==> config.mk <==
export PLATFORM = sky130hd
export DESIGN_NAME = clock_time_ctrl
export DESIGN_NICKNAME = d
export VERILOG_FILES = /design/src/rtl/clock_time_ctrl.sv
export SDC_FILE = /design/constraint.sdc
export NUM_CORES = 1
export LEC_CHECK = 0
export BUFFER_PORTS_ARGS = -buffer_cell sky130_fd_sc_hd__buf_2
export CAP_MARGIN = 15
export CORE_ASPECT_RATIO = 0.8
export CORE_MARGIN = 5
export CORE_UTILIZATION = 50
export CTS_CLUSTER_SIZE = 28
export DETAILED_ROUTE_END_ITERATION = 16
export GPL_TIMING_DRIVEN = 0
export PLACE_DENSITY = 0.79
export SLEW_MARGIN = 20
export SYNTH_ARGS = -nofsm -noshare
export SYNTH_HDL_FRONTEND = slang
export SYNTH_SLANG_ARGS = --single-unit
==> constraint.sdc <==
create_clock -name clk -period 3.2 [get_ports clk]
set_input_delay 0.16 -clock clk [delete_from_list [all_inputs] [get_ports clk]]
set_output_delay 0.16 -clock clk [all_outputs]
set_load 0.02 [all_outputs]
==> src/rtl/clock_time_ctrl.sv <==
// clock_time_ctrl: hh:mm:ss timekeeper with hour/minute edit modes and a blink strobe.
// Optional build macro CLOCK_12H_EN selects a 12-hour clock (1..12 with pm flag);
// without it the clock runs 0..23 and pm stays 0.
module clock_time_ctrl #(
  parameter int unsigned CLK_DIV = 50000000
) (
  input  logic       clk,
  input  logic       rst,
  input  logic       set_hours,
  input  logic       set_minutes,
  input  logic       inc,
  output logic [4:0] hours,
  output logic [5:0] minutes,
  output logic [5:0] seconds,
  output logic       pm,
  output logic       sec_tick,
  output logic       blink
);

  localparam int unsigned CW = (CLK_DIV > 2) ? $clog2(CLK_DIV) : 1;
  localparam logic [CW-1:0] CNT_MAX = CW'(CLK_DIV - 1);
  localparam logic [CW-1:0] CNT_HALF = CW'(CLK_DIV / 2);
`ifdef CLOCK_12H_EN
  localparam logic [4:0] HOURS_RST = 5'd12;
`else
  localparam logic [4:0] HOURS_RST = 5'd0;
`endif

  typedef enum logic [1:0] {RUN, SET_H, SET_M} mode_e;

  mode_e         mode_q, mode_d;
  logic [CW-1:0] presc_q, presc_d;
  logic [CW-1:0] blink_cnt_q, blink_cnt_d;
  logic          inc_q;
  logic          inc_edge;
  logic          sec_tick_q, sec_tick_d;
  logic          blink_q, blink_d;
  logic [5:0]    sec_q, sec_d;
  logic [5:0]    min_q, min_d;
  logic [4:0]    hour_q, hour_d;
  logic          pm_q, pm_d;
  logic [5:0]    hour_nxt;

  // Next hour value; the top bit flags that pm must toggle (11 -> 12 in 12h mode).
  function automatic logic [5:0] hour_step(input logic [4:0] h);
`ifdef CLOCK_12H_EN
    if (h == 5'd11)      return {1'b1, 5'd12};
    else if (h == 5'd12) return {1'b0, 5'd1};
    else                 return {1'b0, h + 5'd1};
`else
    if (h == 5'd23) return {1'b0, 5'd0};
    else            return {1'b0, h + 5'd1};
`endif
  endfunction

  assign hour_nxt = hour_step(hour_q);

  // Mode select, prescaler, time advance, edit increments and blink strobe.
  always_comb begin
    mode_d      = RUN;
    inc_edge    = inc & ~inc_q;
    presc_d     = presc_q;
    blink_cnt_d = (blink_cnt_q == CNT_MAX) ? '0 : blink_cnt_q + CW'(1);
    sec_tick_d  = 1'b0;
    blink_d     = 1'b0;
    sec_d       = sec_q;
    min_d       = min_q;
    hour_d      = hour_q;
    pm_d        = pm_q;

    if (set_hours)        mode_d = SET_H;
    else if (set_minutes) mode_d = SET_M;

    unique case (mode_d)
      SET_H, SET_M: begin
        // Entering an edit from RUN discards the partial second; it stays frozen after.
        if (mode_q == RUN) begin
          presc_d = '0;
          sec_d   = '0;
        end
        blink_d = (blink_cnt_q >= CNT_HALF);
        if (inc_edge) begin
          if (mode_d == SET_H) begin
            hour_d = hour_nxt[4:0];
            pm_d   = pm_q ^ hour_nxt[5];
          end else begin
            min_d = (min_q == 6'd59) ? 6'd0 : min_q + 6'd1;
          end
        end
      end
      default: begin
        if (presc_q == CNT_MAX) begin
          presc_d    = '0;
          sec_tick_d = 1'b1;
          if (sec_q == 6'd59) begin
            sec_d = 6'd0;
            if (min_q == 6'd59) begin
              min_d  = 6'd0;
              hour_d = hour_nxt[4:0];
              pm_d   = pm_q ^ hour_nxt[5];
            end else begin
              min_d = min_q + 6'd1;
            end
          end else begin
            sec_d = sec_q + 6'd1;
          end
        end else begin
          presc_d = presc_q + CW'(1);
        end
      end
    endcase
  end

  // State and output registers.
  always_ff @(posedge clk or posedge rst) begin
    if (rst) begin
      mode_q      <= RUN;
      presc_q     <= '0;
      blink_cnt_q <= '0;
      inc_q       <= 1'b0;
      sec_tick_q  <= 1'b0;
      blink_q     <= 1'b0;
      sec_q       <= '0;
      min_q       <= '0;
      hour_q      <= HOURS_RST;
      pm_q        <= 1'b0;
    end else begin
      mode_q      <= mode_d;
      presc_q     <= presc_d;
      blink_cnt_q <= blink_cnt_d;
      inc_q       <= inc;
      sec_tick_q  <= sec_tick_d;
      blink_q     <= blink_d;
      sec_q       <= sec_d;
      min_q       <= min_d;
      hour_q      <= hour_d;
      pm_q        <= pm_d;
    end
  end

  assign hours    = hour_q;
  assign minutes  = min_q;
  assign seconds  = sec_q;
  assign pm       = pm_q;
  assign sec_tick = sec_tick_q;
  assign blink    = blink_q;

endmodule

== Yosys cells after proc, flatten, opt, wreduce, memory -nomap -nowiden ==
Index checks and enable logic that the tools add are counted.
Word-level totals
  register bits after elaboration: 75
  output and inout bits: 20
  input port bits: 5
  word-level logic and storage cells: 70
Cells by class
  order comparisons: 1
  bitwise logic cells: 3
  mux-type cells: 32
  add/sub/neg operators: 5
  reductions and logical operators: 8
  equality and inequality tests: 11
Operators with widths (count)
  26-bit two-way mux: 4
  6-bit two-way mux: 10
  26-bit by 1-bit adder with 26-bit output, second input constant: 2
  26-bit == test, second input constant: 2
  5-bit two-way mux: 7
  26-bit by 25-bit greater-or-equal comparator with 1-bit output, second input constant: 1
  6-bit by 1-bit adder with 6-bit output, second input constant: 2
  6-bit == test, second input constant: 2
  1-bit two-way mux: 9
  2-bit inequality test, second input constant: 4
  2-bit nonzero test: 3
  5-bit by 1-bit adder with 5-bit output, second input constant: 1
  5-bit == test, second input constant: 1
  5-bit AND reduction: 1
  2-bit two-way mux: 2
  4-bit AND reduction: 1
  2-bit by 1-bit == test with 1-bit output, second input constant: 1
  2-bit == test, second input constant: 1
  2-bit zero test: 1
  2-bit AND reduction: 1
  2-bit OR reduction: 1
  1-bit AND: 1
  1-bit inverter: 1
  1-bit bitwise XOR, second input constant: 1

== Longest topological paths before layout ==
Gate-level depths: netlist of the first run.
  depth in word-level cells: 6
  depth in mapped cells: 8
  gate-level depth less buffers: 6

== Least setup slack after synthesis of the first run ==
No wires, ideal clock.
  path kind: flip-flop to flip-flop
  from: register presc_q[16]
  to: register min_q[0] (netlist: minutes[0])
  setup time: 0.125 ns
  path buffers: 0
  cell stages (with the launch flop): 6
  arrival: 2.143 ns
  setup slack: 0.933 ns
  cell sequence: dfrtp_1 > or4_4 > or3_1 > nor4_4 > or2_2 > mux2_2
Between the ends
  cells in the longest elaborated chain, start to end: 3
Ends and longest elaborated chain
  start, declared: RTL line 32  | logic [CW-1:0] presc_q, presc_d;
  start signal, assigned: RTL line 129  | presc_q <= presc_d;
  26-bit == test: RTL line 92  | if (presc_q == CNT_MAX) begin
  2-bit nonzero test (no line)
  4-bit AND reduction (no line)
  end signal, assigned: RTL line 135  | min_q <= min_d;
  end, declared: RTL line 39  | logic [5:0] min_q, min_d;
No other way between the ends.
A chain may end at the register's enable or synchronous reset.

== Worst setup path in the final report of the first run ==
  from: input set_hours
  to: register presc_q[7]
Between the ends
  cells in the longest elaborated chain, start to end: 4
  elaborated cells between the ends (all ways): 6
  classes of those cells: eq/ne (3); mux (2); reduce/logical (1)
Ends and longest elaborated chain
  start, declared: RTL line 9  | input logic set_hours,
  2-bit two-way mux *: RTL line 71  | if (set_hours) mode_d = SET_H;
  2-bit by 1-bit == test with 1-bit output / 2-bit == test (equally long branches): RTL line 74  | unique case (mode_d)
  2-bit OR reduction *: RTL line 74
  2-bit inequality test (no line) / 26-bit two-way mux (equally long branches)
Mark *: on every way between the ends. The rest lies on a longest branch, timed or not.

==> impl_results.md, run 1 <==
* Status: finished clean
* Max-cap violations at 0
* Area grow syn2layout at 13.8%
* R2r setup slk at 0.66 ns
* Library cells used by synthesis at 56
* # DRC at 0
* Max Freq at between 0.3 and 0.4 GHz
* Reg-to-reg endpoint: presc_q[18]
* Vias in the first global route at approximately 3100
* Core box area at 7800 um2
* Yosys top cell area share at 47.0%
* H-tree depth at 3
* CP arrival at 2.76 ns
* Final Hold Vio Count at 0
* GR Overflow Total at 0
* Setup Crit Path Kind: in -> reg
* Via count at 3333
* Crit path launch type: primary input
* Die H at 89.4 um
* WL met3 at around 550 um
* TritonCTS Sinks at 74
* WP data required at 3.40 ns
* Average wire per standard cell at 15.2 um
* Minimum clock period at 2.56 ns
* Synth top area cells: dfrtp_1, nand3_1, nor2_1
* Top Layer Used: met4
* Count leader, synth: dfrtp_1
* Pre-antenna DRT Iters at 5
* Number of flops mapped to enable cells by yosys at 0
* Clock Latency Late Sink at 0.35 ns
* Post-CTS sizing at 0
* Largest net degree at the start of global routing at 58
* CP endpoint: presc_q[7]
* Die width at 109 um
* Starting density of the core at 50.5%
* Top cells by count, synth: dfrtp_1, nor2_1, nand2_1
* Metal-1 WL at 4030 um
* Pwr Density at 501 nW/um2
* Type of destination of the critical path: flop
* Relative slew slack at 38.2%
* Met2 routed WL at 3950 um
* Initial antenna violation count at 0
* CTS Hold Bufs at 3
* Async SR Flop Fraction at 100%
* Cell Rows at 29
* RSZ-0062 raised after global routing: false
* Final period utilization at 80.0%
* Synthesis warning total at 0
* Vias/cell at 5.88
* Worst vdd ir at 0.242 mV
* Crit path max fanout at 10
* Max Transition Viols Final at 0
* Net count, final at 465
* Routed Antenna Nets at 0
* Ant diodes at 0
* Syn Std Cell Area at 3940 um2
* Measured slew at the worst slew-check pin at 0.921 ns
* Reg2reg start: presc_q[12]
* Share of layout cells above drive strength 1 at 13.1%
* Max clock buf depth at 2
* Worst hold path class: in -> reg
* Postcts setup bufs at 0
* Final Setup Violations at 0
* CTS tree: done
* Power, Total at 2.25 mW
* Seq/Total Area, Yosys at 47.0%
* Yosys top cell by area: dfrtp_1
* Crit path launch: set_hours
* Gpl congestion at 0.858
* Clock Skews at 0.0118 ns
* Synth Net Count at 427
* Synth Register Bits at 74
* Clock tree root driver cell: clkbuf_8
* Total GRT Usage at 19.4%
* Top_reg_cell synth: dfrtp_1
* CTS Buf Count at 9
* Pleak at between 2 and 2.5 nW
* Final HPWL DP at approximately 6100 um
* # port buffers at 23
* Starting DRT DRC Count at 285
* Die area at 9760 um2
* Reg2reg path depth at 8
* Total negative slack at 0 ns
* Synth Area per Inst at between 9 and 10 um2
* Overall routed net length at 8620 um
* Post-Syn Instances at approximately 420
* IO Count at 25
* First-pass GRT wire length at 14900 um
* Clock-pin slew on the worst setup and hold paths at 0.07 ns
-- cell families after synthesis --
logic type / count (synthesis) / share of synthesized area (%)
mux: 7 / 2.00
fa+ha+maj: 6 / 1.91
compound gates: 82 / 13.6
xor+xnor: 26 / 5.78
flops: 74 / 47.0
simple gates: 196 / 27.2
buf+inv: 24 / 2.45
other cells: 1 / 0.0952
-- placed cells by master, fill, tap and decap left out, types with 3 or more instances in the layout --
| cell type | instances |
|---|---|
| clkbuf_8 | 9 |
| o21ai_0 | 22 |
| and3_1 | 12 |
| nand4_1 | 18 |
| nand3_1 | 31 |
| nand2_1 | 38 |
| xor2_1 | 17 |
| xnor2_1 | 9 |
| buf_2 | 24 |
| mux2_2 | 7 |
| ha_1 | 6 |
| a21oi_1 | 14 |
| nor2_1 | 41 |
| nor4_1 | 6 |
| a41oi_1 | 6 |
| inv_1 | 7 |
| nand2b_1 | 5 |
| bufinv_16 | 3 |
| nor3_1 | 9 |
| a31oi_1 | 22 |
| clkbuf_1 | 14 |
| and2_1 | 6 |
| nor2b_1 | 4 |
| or3_1 | 6 |
| dfrtp_1 | 74 |
| dlygate4sd3_1 | 3 |
-- registers in the layout, summed over array words and instances (netlist names) --
name         count
hours            5
sec_tick         1
inc_q            1
blink            1
minutes          6
mode_q           2
seconds          6
blink_cnt_q     26
presc_q         26
-- layer usage --
| layer | up-vias | GRT usage, % |
|---|---|---|
| met4 | 0 | 6.34 |
| met3 | 11 | 4.04 |
| met1 | 1617 | 27.7 |
| met2 | 99 | 29.7 |
| met5 | - | 0 |
| li1 | 1606 | - |
-- power by group --
part | total (mW) | internal (mW) | switching, mW | leakage (nW)
Combinational | 0.317 | 0.129 | 0.188 | 0.912
Clock | 0.854 | 0.517 | 0.337 | 0.114
Sequential | 1.08 | 0.997 | 0.0782 | 0.993
Total | 2.25 | 1.64 | 0.603 | 2.02
-- area by class of cell --
cell class | count | area (um2)
inverter | 8 | 32.5
clock buffer | 11 | 131
sequential | 74 | 1850
timing repair buffer | 27 | 173
buffer | 16 | 66.3
multi-input combinational | 318 | 1990
clock inverter | 5 | 103
tap | 108 | 135
fill | 683 | 3320
-- critical path, cell delays in order --
cell           delay, ns
dlygate4sd3_1       0.53
buf_2               0.15
or2_2               0.27
clkbuf_1            0.28
o21ai_0             0.21
clkbuf_1            0.49
clkbuf_1            0.50
a31oi_1             0.17
-- worst min path at each step --
stage | start | to | slack (ns) | cells after the start
after floorplan | inc | inc_q | 0.19 | 0
after global routing | set_minutes | mode_q[1] | 0.11 | 2
final | set_minutes | mode_q[1] | 0.11 | 2
after detailed placement | rst | hours[4] | 0.12 | 2
after CTS | set_minutes | mode_q[1] | 0.09 | 2
after global placement | inc | inc_q | 0.30 | 1
-- metrics by stage --
| stage | worst slack, ns | hold WS [ns] | cell area, um2 | std cells | util, % |
|---|---|---|---|---|---|
| 2_1_floorplan | 0.933 | 0.191 | 3940 | 416 | - |
| 3_3_place_gp | 0.255 | 0.300 | 4190 | 547 | 53.7 |
| 3_5_place_dp | 0.719 | 0.123 | 4220 | 548 | 54.1 |
| 4_1_cts | 0.700 | 0.0904 | 4480 | 567 | 57.4 |
| 5_1_grt | 0.393 | 0.105 | 4480 | 567 | 57.4 |
| 6_report | 0.641 | 0.114 | 4480 | 567 | 57.4 |
(Power assumes the default switching activity.)
==> inputs of run 2 (changes only) <==
Settings changed: PLACE_DENSITY 0.79 to 0.81.
Clock period 3.2 ns to 2.35 ns, I/O delays scaled along.
==> run 2 against run 1 <==
First-iteration DRC count up 53%. Worst hold slack got worse by 0.079 ns. Count of clock-buffer cells in the layout is 1 lower. Flip-flop and latch count stayed put. Total power grew 34%. Combinational power up 38%. Critical path depth decreased by 3. Sequential power up 36%. Register-to-register slack worse by 0.63 ns. Sequential share of layout area is 1.1 points lower. Global-route usage grew 0.50 points. Largest power group unchanged. Highest routed layer unchanged.
==> impl_results.md, run 2 (synthesis gave the netlist of run 1 again) <==
* Hold depth at 2 (unchanged)
* Worst hold path class: in -> reg
* Max clock buf depth at 2 (unchanged)
* # DRC at 0 (unchanged)
* WHS Endpoint: mode_q[1]
* Storage cell area at 1850 um2 (about the same)
* Net count, final at 472 (+1.5%)
* R2r setup slk at 0.03 ns (-0.63 ns)
* Vias in the first global route at 3222 (+3.4%)
* Final period utilization at 98.6%
* IO Count at 25 (unchanged)
* Relative slew slack at 44.9% (+6.8 points)
* First-pass GRT wire length at 15300 um (+2.4%)
* Reg2reg path depth at 5 (-3)
* Reg2reg start: presc_q[16]
* TritonCTS Sinks at 74 (unchanged)
* Clock Skews at 0.0139 ns (+0.00215 ns)
* Total GRT Usage at 19.9% (+0.50 points)
* Most frequent cells in the layout: dfrtp_1, nor2_1, nand2_1, nand3_1, buf_2
* Routed Antenna Nets at 0 (unchanged)
* Core box area at 7800 um2 (unchanged)
* Final Hold Vio Count at 0 (unchanged)
* Vias/cell at 6.02 (+2.4%)
* Die area at 9760 um2 (unchanged)
* Max Transition Viols Final at 0 (unchanged)
* Max Freq at 0.432 GHz
* # fillers at 627 (-8.2%)
* CTS tree: done
* Commonest non-fill, non-tap cell in the layout: dfrtp_1
* Max-cap violations at 0 (unchanged)
* CP arrival at 2.57 ns (-0.19 ns)
* Crit path launch type: flop
* Pwr Density at 652 nW/um2 (+30%)
* Share of layout cells above drive strength 1 at 18.0% (+5.0 points)
* Average wire per standard cell at 16.3 um (+7.5%)
* Crit path max fanout at 5 (-5)
* Minimum clock period at between 2 and 2.5 ns
* Status: finished clean
* H-tree depth at 3 (unchanged)
* Starting density of the core at 50.5% (unchanged)
* Worst vdd ir at 0.386 mV (+60%)
* Die width at 109 um (unchanged)
* Starting DRT DRC Count at 436 (+53%)
* Pleak at 2.11 nW (+4.4%)
* Cell Rows at 29 (unchanged)
* Type of destination of the critical path: flop
* Placed Area at 4220 um2 (unchanged)
* Layout Utilization at 59.1% (+1.7 points)
* Multi-input gate area at 2070 um2 (+3.8%)
* Power, Total at 3.00 mW (+34%)
* # port buffers at 23 (unchanged)
* Clock-pin slew on the worst setup and hold paths at 0.08 ns (about the same)
* Top flop regs: blink_cnt_q: 26 flops, presc_q: 26 flops
* Cell area after layout at 4610 um2 (+2.9%)
* Setup Crit Path Kind: reg -> reg
* Overall routed net length at 9380 um (+8.8%)
* Initial antenna violation count at 0 (unchanged)
* Largest net degree at the start of global routing at 54 (-6.9%)
* Clock Latency Late Sink at 0.36 ns (about the same)
* CTS Buf Count at 9 (unchanged)
* Ant diodes at 0 (unchanged)
* Die H at 89.4 um (unchanged)
* Clock tree root driver cell: clkbuf_8
* Gpl congestion at 0.899 (+4.8%)
* WP data required at 2.60 ns (-0.80 ns)
* Via count at 3455 (+3.7%)
* Final Setup Violations at 0 (unchanged)
* Pre-antenna DRT Iters at 5 (unchanged)
* GR Overflow Total at 0 (unchanged)
* Hold Startpoint: set_minutes
* Reg-to-reg endpoint: hours[4]
* Final HPWL DP at 6290 um (+2.9%)
* RSZ-0062 raised after global routing: true
* Measured slew at the worst slew-check pin at 0.819 ns (-0.102 ns)
* Area grow syn2layout at 17.1%
-- run 2: cell types whose count changed in the layout (fill, tap and decap cells not counted), sizes merged --
cell,change
buf,+10
clkbuf,-4
bufinv,-1
clkinv,+1
inv,+1
-- run 2: through the flow --
step | std cells | TNS (ns) | hold WS, ns | setup slack (ns)
4_1_cts | 572 | 0 | 0.0264 | 0.00598
3_3_place_gp | 547 | -39.54 | 0.256 | -0.516
6_report | 574 | 0 | 0.0353 | 0.0334
3_5_place_dp | 548 | -2.67 | 0.101 | -0.171
5_1_grt | 574 | -0.0393 | 0.0284 | -0.0265
2_1_floorplan | 416 | 0 | 0.149 | 0.0828
-- run 2: routing by layer --
| metal | GRT usage [%] | vias to the layer above | share of wire [%] |
|---|---|---|---|
| met1 | 28.4 | 1664 | 44 |
| met2 | 29.9 | 143 | 47 |
| met5 | 0 | - | 0 |
| met3 | 4.77 | 24 | 7.3 |
| met4 | 6.68 | 0 | 1.7 |
| li1 | - | 1624 | - |
-- run 2: final cells by class --
cell class                 instances  share of cell area (%)
inverter                           8                   0.705
sequential                        74                    40.2
tap                              108                    2.93
timing repair buffer              37                    5.37
buffer                            13                    1.30
multi-input combinational        318                    44.8
clock inverter                     6                    1.95
clock buffer                      10                    2.77
-- run 2: critical path, cell delays in order (launching register included) --
cell and delay (ns):
dfrtp_2 0.44, or4_4 0.55, or3_4 0.41, nor4b_4 0.40, o211ai_1 0.13, mux2_2 0.28
-- run 2: how the worst max path moves through the flow --
stage	from	end	slack [ns]	depth (start not counted)
after detailed placement	presc_q[12]	presc_q[13]	-0.17	8
after CTS	presc_q[16]	hours[3]	0.006	5
after floorplan	presc_q[16]	minutes[0]	0.08	5
after global placement	rst	presc_q[8]	-0.52	2
final	presc_q[16]	hours[4]	0.03	5
after global routing	presc_q[16]	hours[4]	-0.03	5
-- run 2: timing repair --
item / 4_1_cts / 5_1_grt
endpoints found under the setup margin: 27 / 37
pin swaps: 2 / 3
hold buffers: 3 / 0
gates resized for setup: 7 / 13
setup buffers: 5 / 5
endpoints found under the hold margin: 24 / 0
-- run 2: power breakdown --
group          leakage [nW]  switching (mW)  total (mW)  internal (mW)
clock network         0.107           0.495        1.10          0.602
logic                  1.01           0.259       0.438          0.179
registers             0.991           0.113        1.47           1.36
==> inputs of run 3 (changes only) <==
Settings changed: CORE_UTILIZATION 50 to 40, CTS_BUF_LIST from default to sky130_fd_sc_hd__clkbuf_2 sky130_fd_sc_hd__clkbuf_4 sky130_fd_sc_hd__clkbuf_8, PLACE_DENSITY 0.81 to 0.7.
==> run 3 against run 2 <==
Sequential share of layout area increased by 0.41 points. Utilization is 12 points lower. Total power down 7.1%. Largest power group unchanged. Combinational power increased by 2%. Via count fell by 2.8%. Clock skew decreased by 0.0030 ns. Highest routed layer unchanged.
==> impl_results.md, run 3 (synthesis gave the netlist of run 1 again) <==
* Max Freq at 0.435 GHz (+0.72%)
* Top flop regs: blink_cnt_q: 26 flops, presc_q: 26 flops
* Total negative slack at 0 ns (unchanged)
* Internal Power at 1.92 mW (-10%)
* # port buffers at 23 (unchanged)
* IO Count at 25 (unchanged)
* Max Transition Viols Final at 0 (unchanged)
* Vias/cell at 5.60 (-7.0%)
* Net count, final at 471 (-0.21%)
* # fillers at 895 (+43%)
* WP data required at 2.60 ns (about the same)
* Reg power frac at 52.7% (+3.8 points)
* Gpl congestion at 0.865 (-3.7%)
* Clock power share at 31.3% (-5.2 points)
* Vias in the first global route at 3128 (-2.9%)
* Starting DRT DRC Count at 361 (-17%)
* WL met3 at 531 um (-22%)
* Die area at 11900 um2 (+22%)
* R2r setup slk at 0.05 ns (+0.02 ns)
* Total GRT Usage at 15.7% (-4.2 points)
* Critical Path Max Stage Delay at 0.56 ns (about the same)
* CP arrival at 2.55 ns (-0.02 ns)
* Max-cap violations at 0 (unchanged)
* Share of layout cells above drive strength 1 at 18.1% (+0.078 points)
* Final HPWL DP at 6390 um (+1.6%)
* Pre-antenna DRT Iters at 5 (unchanged)
* Minimum clock period at 2.30 ns (-0.0166 ns)
* Worst vdd ir at 0.319 mV (-18%)
* Storage cell area at 1860 um2 (+0.13%)
* First-pass GRT wire length at 15100 um (-1.3%)
* Clock tree root driver cell: clkbuf_8
* Ant diodes at 0 (unchanged)
* Max clock buf depth at 2 (unchanged)
* Clock Skews at 0.0110 ns (-0.00298 ns)
* Logic pwr share at 16.0% (+1.4 points)
* TritonCTS Sinks at 74 (unchanged)
* Crit path max fanout at 4 (-1)
* # DRC at 0 (unchanged)
* Clock Latency Late Sink at 0.36 ns (about the same)
* Smallest hold slack at 0.0547 ns (+0.0194 ns)
* Routed Antenna Nets at 0 (unchanged)
* Commonest non-fill, non-tap cell in the layout: dfrtp_1
* GR Overflow Total at 0 (unchanged)
* Most frequent cells in the layout: dfrtp_1, nor2_1, nand2_1, nand3_1, buf_2
* Met2 routed WL at 4020 um (-8.3%)
* Via count at 3357 (-2.8%)
* Starting density of the core at 40.8% (-9.7 points)
* Type of destination of the critical path: flop
* Multi-input gate area at 2050 um2 (-0.97%)
* Average wire per standard cell at 15.2 um (-6.9%)
* Measured slew at the worst slew-check pin at 0.787 ns (-0.0316 ns)
* Setup Crit Path Kind: reg -> reg
* Final Hold Vio Count at 0 (unchanged)
* Metal-1 WL at 4440 um (+7.0%)
* Final period utilization at 97.9% (-0.70 points)
* Initial antenna violation count at 0 (unchanged)
* Worst hold path class: in -> reg
* Crit path launch: presc_q[16]
* CP max stage cell: or4_4
* CTS tree: done
* Core box area at 9650 um2 (+24%)
* Final Setup Violations at 0 (unchanged)
* Largest net degree at the start of global routing at 55 (+1.9%)
* Power, Total at 2.79 mW (-7.1%)
* RSZ-0062 raised after global routing: true
* Sw power at 0.874 mW (+0.83%)
* Status: finished clean
* Die width at 121 um (+11%)
* Top Layer Used: met4
* H-tree depth at 3 (unchanged)
* Area grow syn2layout at 16.1%
* Overall routed net length at 9130 um (-2.7%)
* Crit path buffers/inverters at 0 (unchanged)
* Reg2reg start: presc_q[16]
* Delay-heaviest family, CP: simple AND/OR/NAND/NOR gates
* Clock-pin slew on the worst setup and hold paths at 0.08 ns (about the same)
* Sw Share at 31.3% (+2.5 points)
* Hold Startpoint: set_minutes
* Pwr Density at 611 nW/um2 (-6.2%)
* CTS Buf Count at 9 (unchanged)
* Die H at 98.7 um (+10%)
* Pleak at 2.06 nW (-2.2%)
* Relative slew slack at 47.0% (+2.1 points)
* Crit path launch type: flop
* Worst-path cell chain: or4_4 -> or3_4 -> nor4b_4 -> o21ai_0 -> mux2_2
* Cell Rows at 32 (+10%)
==> run 3: cell count changes in the layout (fill, tap and decap cells not counted), moves of 2 or more <==
cell	delta
o21ai_1	-3
bufinv_16	-2
dfrtp_1	-2
dfrtp_2	+2
o21ai_0	+2
==> run 3: path summary, 6_finish.rpt <==
kind,endpoint,cells past startpoint
max,hours[3],5
min,mode_q[1],2
max reg2reg,hours[3],5
min reg2reg,presc_q[22],1
max in group asynchronous,presc_q[7],4
min in group asynchronous,blink_cnt_q[8],3
==> run 3: per-layer routing <==
layer	global-route usage, %	up-vias
li1	-	1613
met1	23.0	1625
met2	22.2	102
met3	4.53	17
met4	5.31	0
met5	0	-
==> run 3: final cells by class <==
| cell class | count | area share [%] |
|---|---|---|
| clock buffers | 9 | 2.71 |
| clock inverters | 6 | 0.958 |
| inverters | 8 | 0.712 |
| repair buffers | 36 | 5.25 |
| flip-flops and latches | 74 | 40.6 |
| well taps | 136 | 3.72 |
| plain buffers | 13 | 1.31 |
| multi-input cells | 318 | 44.7 |
==> run 3: through the flow <==
stage	worst slack, ns	instances	cell area, um2	util (%)
after floorplan	0.0828	416	3940	-
after global placement	-0.545	575	4220	43.8
after detailed placement	-0.155	576	4250	44.1
after CTS	0.00657	595	4480	46.4
after global routing	-0.0214	600	4570	47.4
final	0.0500	600	4570	47.4
==> run 3: power groups by stage <==
stage          logic [mW]  clock network (mW)  registers (mW)
6_report            0.447               0.875            1.47
5_1_grt             0.488               0.961            1.49
3_5_place_dp        0.437                   0            1.49
2_1_floorplan       0.206                   0            1.56
3_3_place_gp        0.419                   0            1.48
4_1_cts             0.445               0.907            1.47
==> run 3: repair_timing <==
item	4_1_cts	5_1_grt
gates resized for setup	5	13
pin swaps	2	7
endpoints found under the hold margin	23	0
setup endpoints to repair	26	49
hold buffers	3	0
buffers inserted	1	8
